File: src/rtl/reg8_bank_rd_pkg.sv
// reg8_bank_rd_pkg: shared sizes and burst-read FSM encoding
package reg8_bank_rd_pkg;
  localparam int WIDTH  = 8;
  localparam int DEPTH  = 8;
  localparam int ADDR_W = $clog2(DEPTH);
  typedef enum logic {IDLE = 1'b0, BURST = 1'b1} state_e;
endpackage

File: src/rtl/reg8_ner.sv
// reg8_ner: WIDTH-bit register with write enable and async active-low clear
module reg8_ner #(
  parameter int WIDTH = 8
) (
  input  logic             clock,
  input  logic             reset_N,
  input  logic             wr_en,
  input  logic [WIDTH-1:0] in,
  output logic [WIDTH-1:0] out
);
  // load on enable, clear on reset
  always_ff @(posedge clock or negedge reset_N)
    if (!reset_N) out <= '0;
    else if (wr_en) out <= in;
endmodule

File: src/rtl/reg8_bank_rd.sv
// reg8_bank_rd: register bank with burst read port, write-through bypass and snapshot output
module reg8_bank_rd
  import reg8_bank_rd_pkg::*;
#(
  parameter int  WIDTH  = reg8_bank_rd_pkg::WIDTH,
  parameter int  DEPTH  = reg8_bank_rd_pkg::DEPTH,
  localparam int ADDR_W = $clog2(DEPTH)
) (
  input  logic              clock,
  input  logic              reset_N,
  input  logic              wr_en,
  input  logic [ADDR_W-1:0] wr_addr,
  input  logic [WIDTH-1:0]  in,
  input  logic              rd_req,
  input  logic [ADDR_W-1:0] rd_addr,
  input  logic [ADDR_W-1:0] rd_len,
  input  logic              rd_ready,
  output logic              rd_valid,
  output logic [WIDTH-1:0]  out,
  output logic              rd_busy
);
  state_e            state_q, state_d;
  logic [ADDR_W-1:0] ptr_q, ptr_d, cnt_q, cnt_d, ptr_inc, rd_sel;
  logic [WIDTH-1:0]  out_q, out_d, word;
  logic [WIDTH-1:0]  mem [DEPTH];
  logic              take, step, last;

  genvar g;
  for (g = 0; g < DEPTH; g++) begin : g_word
    reg8_ner #(.WIDTH(WIDTH)) u_word (
      .clock  (clock),
      .reset_N(reset_N),
      .wr_en  (wr_en && wr_addr == ADDR_W'(g)),
      .in     (in),
      .out    (mem[g])
    );
  end

  assign ptr_inc = (ptr_q == ADDR_W'(DEPTH - 1)) ? '0 : ptr_q + 1'b1;
  assign rd_sel  = (state_q == IDLE) ? rd_addr : ptr_inc;
  assign word    = (wr_en && wr_addr == rd_sel) ? in : mem[rd_sel];
  assign take    = state_q == IDLE && rd_req;
  assign step    = state_q == BURST && rd_ready && cnt_q != '0;
  assign last    = state_q == BURST && rd_ready && cnt_q == '0;
  assign out     = out_q;

  // state register
  always_ff @(posedge clock or negedge reset_N)
    if (!reset_N) state_q <= IDLE;
    else state_q <= state_d;

  // next state: start on request in IDLE, finish on the last accepted word
  always_comb state_d = take ? BURST : last ? IDLE : state_q;

  // burst pointer, remaining count and output word; all hold while the consumer stalls
  always_comb begin
    ptr_d = take ? rd_addr : step ? ptr_inc : ptr_q;
    cnt_d = take ? rd_len : step ? cnt_q - 1'b1 : cnt_q;
    out_d = (take || step) ? word : out_q;
  end

  // datapath registers
  always_ff @(posedge clock or negedge reset_N)
    if (!reset_N) begin
      ptr_q <= '0;
      cnt_q <= '0;
      out_q <= '0;
    end else begin
      ptr_q <= ptr_d;
      cnt_q <= cnt_d;
      out_q <= out_d;
    end

  // status outputs follow the state directly
  always_comb begin
    rd_busy  = state_q == BURST;
    rd_valid = state_q == BURST;
  end
endmodule
File: config.mk
export PLATFORM = sky130hd
export DESIGN_NAME = reg8_bank_rd
export DESIGN_NICKNAME = d
export VERILOG_FILES = /design/src/rtl/reg8_bank_rd_pkg.sv /design/src/rtl/reg8_ner.sv /design/src/rtl/reg8_bank_rd.sv
export SDC_FILE = /design/constraint.sdc
export NUM_CORES = 1
export LEC_CHECK = 0
export ABC_AREA = 1
export CORE_UTILIZATION = 46
export DETAILED_ROUTE_END_ITERATION = 6
export DONT_BUFFER_PORTS = 1
export PLACE_DENSITY_LB_ADDON = 0.1
export SKIP_CTS_REPAIR_TIMING = 1
export SKIP_LAST_GASP = 1
export SYNTH_ARGS = -nofsm -noshare
export SYNTH_HDL_FRONTEND = slang
export SYNTH_SLANG_ARGS = --single-unit
File: constraint.sdc
create_clock -name clock -period 2.7 [get_ports clock]
set_input_delay 0.54 -clock clock [delete_from_list [all_inputs] [get_ports clock]]
set_output_delay 0.54 -clock clock [all_outputs]
set_load 0.05 [all_outputs]
==> metrics.md <==
| Metric | Value |
|---|---|
| Clk_lat worst skew | `350 ps` |
| Area grow syn2layout | `5.65%` |
| Multi-input gate area | `1780 sq um` |
| Pins Over Slew Limit | `0` |
| Reg2reg path depth | `12` |
| Vias after detailed routing | `3244` |
| Final period util | `81.3%` |
| Worst-margin pin slew | `813 ps` |
| Most instantiated cells after synthesis | `nand2_1, dfrtp_1, nand3_1` |
| Clk root buf | `clkbuf_8` |
| CTS clk-pin slew, worst paths | `90 ps` |
| Grt ovf | `0` |
| Syn Area/Cell | `7.98 sq um` |
| #FFs+latches synth | `79` |
| DIE AREA | `9330 sq um` |
| Count leader, synth | `nand2_1` |
| Synth area leaders | `dfrtp_1, nand2_1, nand3_1` |
| Post-synthesis adder-cell area fraction | `1.22%` |
| Routability cong. | `0.778` |
| Post-synth top flop | `dfrtp_1` |
| Synth area leader | `dfrtp_1` |
| Setup ws final | `506 ps` |
| Post-synthesis cell area | `4120 sq um` |
| Initial core utilization | `47.4%` |
| Worst vdd ir | `0.387 mV` |
| R2r endpoint | `out[5]` |
| Worst slack at placement | `517 ps` |
| Routed WL | `9830 um` |
| Total of max-cap violations | `0` |
| Worst path arrival time | `2440 ps` |
| First-pass GRT wire length | `16700 um` |
| Synthesized-area fraction occupied by ao, oa, aoi and oai cells | `10.5%` |
| Hpwl dp | `6640 um` |
| Worst slew margin | `45.5%` |
| Post-synthesis simple-gate area fraction | `31.2%` |
| CP Max Fanout | `33` |
| DRC errors left | `0` |
| Tightest Hold Check Type | `in -> async` |
| Cts bufs inserted | `9` |
| Asr flop ratio synth | `100%` |
| Worst setup EP type | `flop` |
| Pin count of the biggest net entering global routing | `80` |
| Total Routing Usage GR | `22.6%` |
| Initial antenna violation count | `0` |
| Reg2reg setup slack | `510 ps` |
| FMAX | `456 MHz` |
| RR Startpoint | `ptr_q[0]` |
| Post-Syn Instances | `516` |
| WP data required | `2950 ps` |
| Setup_tns | `0 ps` |
| CTS sink cnt | `79` |
| Number of global-route vias before repair | `3178` |
| Synth Area in XOR/XNOR | `0.213%` |
| Final setup violating endpoints | `0` |
| Cell Rows | `34` |
| Drt pass-1 iters | `5` |
| Drt wl/cell | `15.8 um` |
| Seq. cell area | `1980 sq um` |
| Clock skew | `10.1 ps` |
| Outcome | `finished, final reports clean` |
| Share of cells above drive strength 1 | `9.73%` |
| Sequential fraction of the synthesis area | `48.0%` |
| Final min period | `2190 ps` |
| Critical path class | `reg -> reg` |
| Type of origin of the critical path | `flop` |
| Post-synthesis cell type count | `30` |
| Mux share of post-synthesis cell area | `0.243%` |
| Initial DRC Count | `219` |
| Antenna Nets Post-Route | `0` |
| RSZ-0062 raised after global routing | `no` |
| Total power | `5.52 mW` |
| YS warnings | `0` |
| Ports | `32` |
| Vias/cell | `5.22` |
| CTS tree | `done` |
| Syn nets | `542` |
| Clk buf depth | `2` |
| Leak | `2.16 nW` |
| Final hold vios | `0` |
| Nets | `535` |
| Post-synth EDFFs | `0` |
| Die Span Y | `96.6 um` |
| Combinational family with the most area after synthesis | `simple AND/OR/NAND/NOR gates` |
| Chip width | `96.6 um` |
| Core ar. | `8680 sq um` |
| PortBufs | `0` |
| Fill count | `894` |
| N_diodes | `0` |
| Area share of the largest cell type after synthesis | `48.0%` |
| Clock H-tree levels | `3` |
| P per Cell Area | `1270 nW/um^2` |
## cell type report
| type | instances | area share [%] |
|---|---|---|
| clock buffers | 11 | 3.48 |
| clock inverters | 5 | 0.892 |
| inverters | 58 | 5.12 |
| multi-input cells | 358 | 41.0 |
| flip-flops and latches | 79 | 45.4 |
| well taps | 108 | 3.11 |
| repair buffers | 3 | 0.978 |
## stage by stage
stage                     cells  utilization (%)  hold slack, ps  cell area, sq um
final                       622             50.1            53.6              4350
after global routing        622             50.1            66.1              4350
after CTS                   621             49.8            -144              4320
after detailed placement    605             47.6             246              4130
after global placement      605             47.6             246              4130
after floorplan             516                -             244              4120
## how the worst max path moves through the flow
stage / end / cells past startpoint / startpoint
detailed placement: out[4] / 12 / ptr_q[0]
global placement: out[4] / 12 / ptr_q[0]
floorplan: out[0] / 12 / ptr_q[0]
global route: out[4] / 12 / ptr_q[0]
CTS: out[4] / 12 / ptr_q[0]
finish: out[5] / 12 / ptr_q[0]
## power breakdown
group,switching [mW],total [mW],internal (mW)
logic,1.89,2.79,0.902
clock network,0.467,0.858,0.391
registers,0.389,1.87,1.48
## kinds of logic (layout without fill, tap and decap cells)
kind of cell               Yosys count  after routing
and+or+nand+nor                    273            273
AOI/OAI and AO/OA                   79             79
DFF                                 79             79
buffers and inverters               79             77
adders and majority gates            4              4
xor gates and xnor gates             1              1
muxes                                1              1
## placed cells by master, fill, tap and decap left out, types with 5 or more instances in the layout
cell type	n
a21oi_1	5
inv_1	56
nor2_1	15
o21ai_0	64
nand3_1	67
nand3_2	5
nand2_2	7
clkbuf_8	11
nand2_4	7
nand3b_1	8
nand2_1	158
dfrtp_1	79
## worst max-delay path, cell delays in order, from the launching register on
cell and delay (ps):
dfrtp_1 430, ha_1 220, ha_1 210, nor2_4 130
nand2_1 120, nand2_4 320, nand2_1 150, nand2_4 180
nand3_1 110, nand2_1 70, inv_1 50, nand2_1 60
nand2_1 40
## per-layer routing
metal  share of wire [%]  GRT usage (%)  vias to the layer above
met3                 5.5           4.34                       12
met5                   0              0                        -
met2                  43           32.9                       95
li1                    -              -                     1634
met4                 1.3           7.35                        0
met1                  51           33.9                     1503
## state kept, by name (all words and copies together) (netlist names)
name	cells
g_word.u_word.out	64
out	8
rd_busy	1
ptr_q	3
cnt_q	3
(Power assumes the default switching activity.)
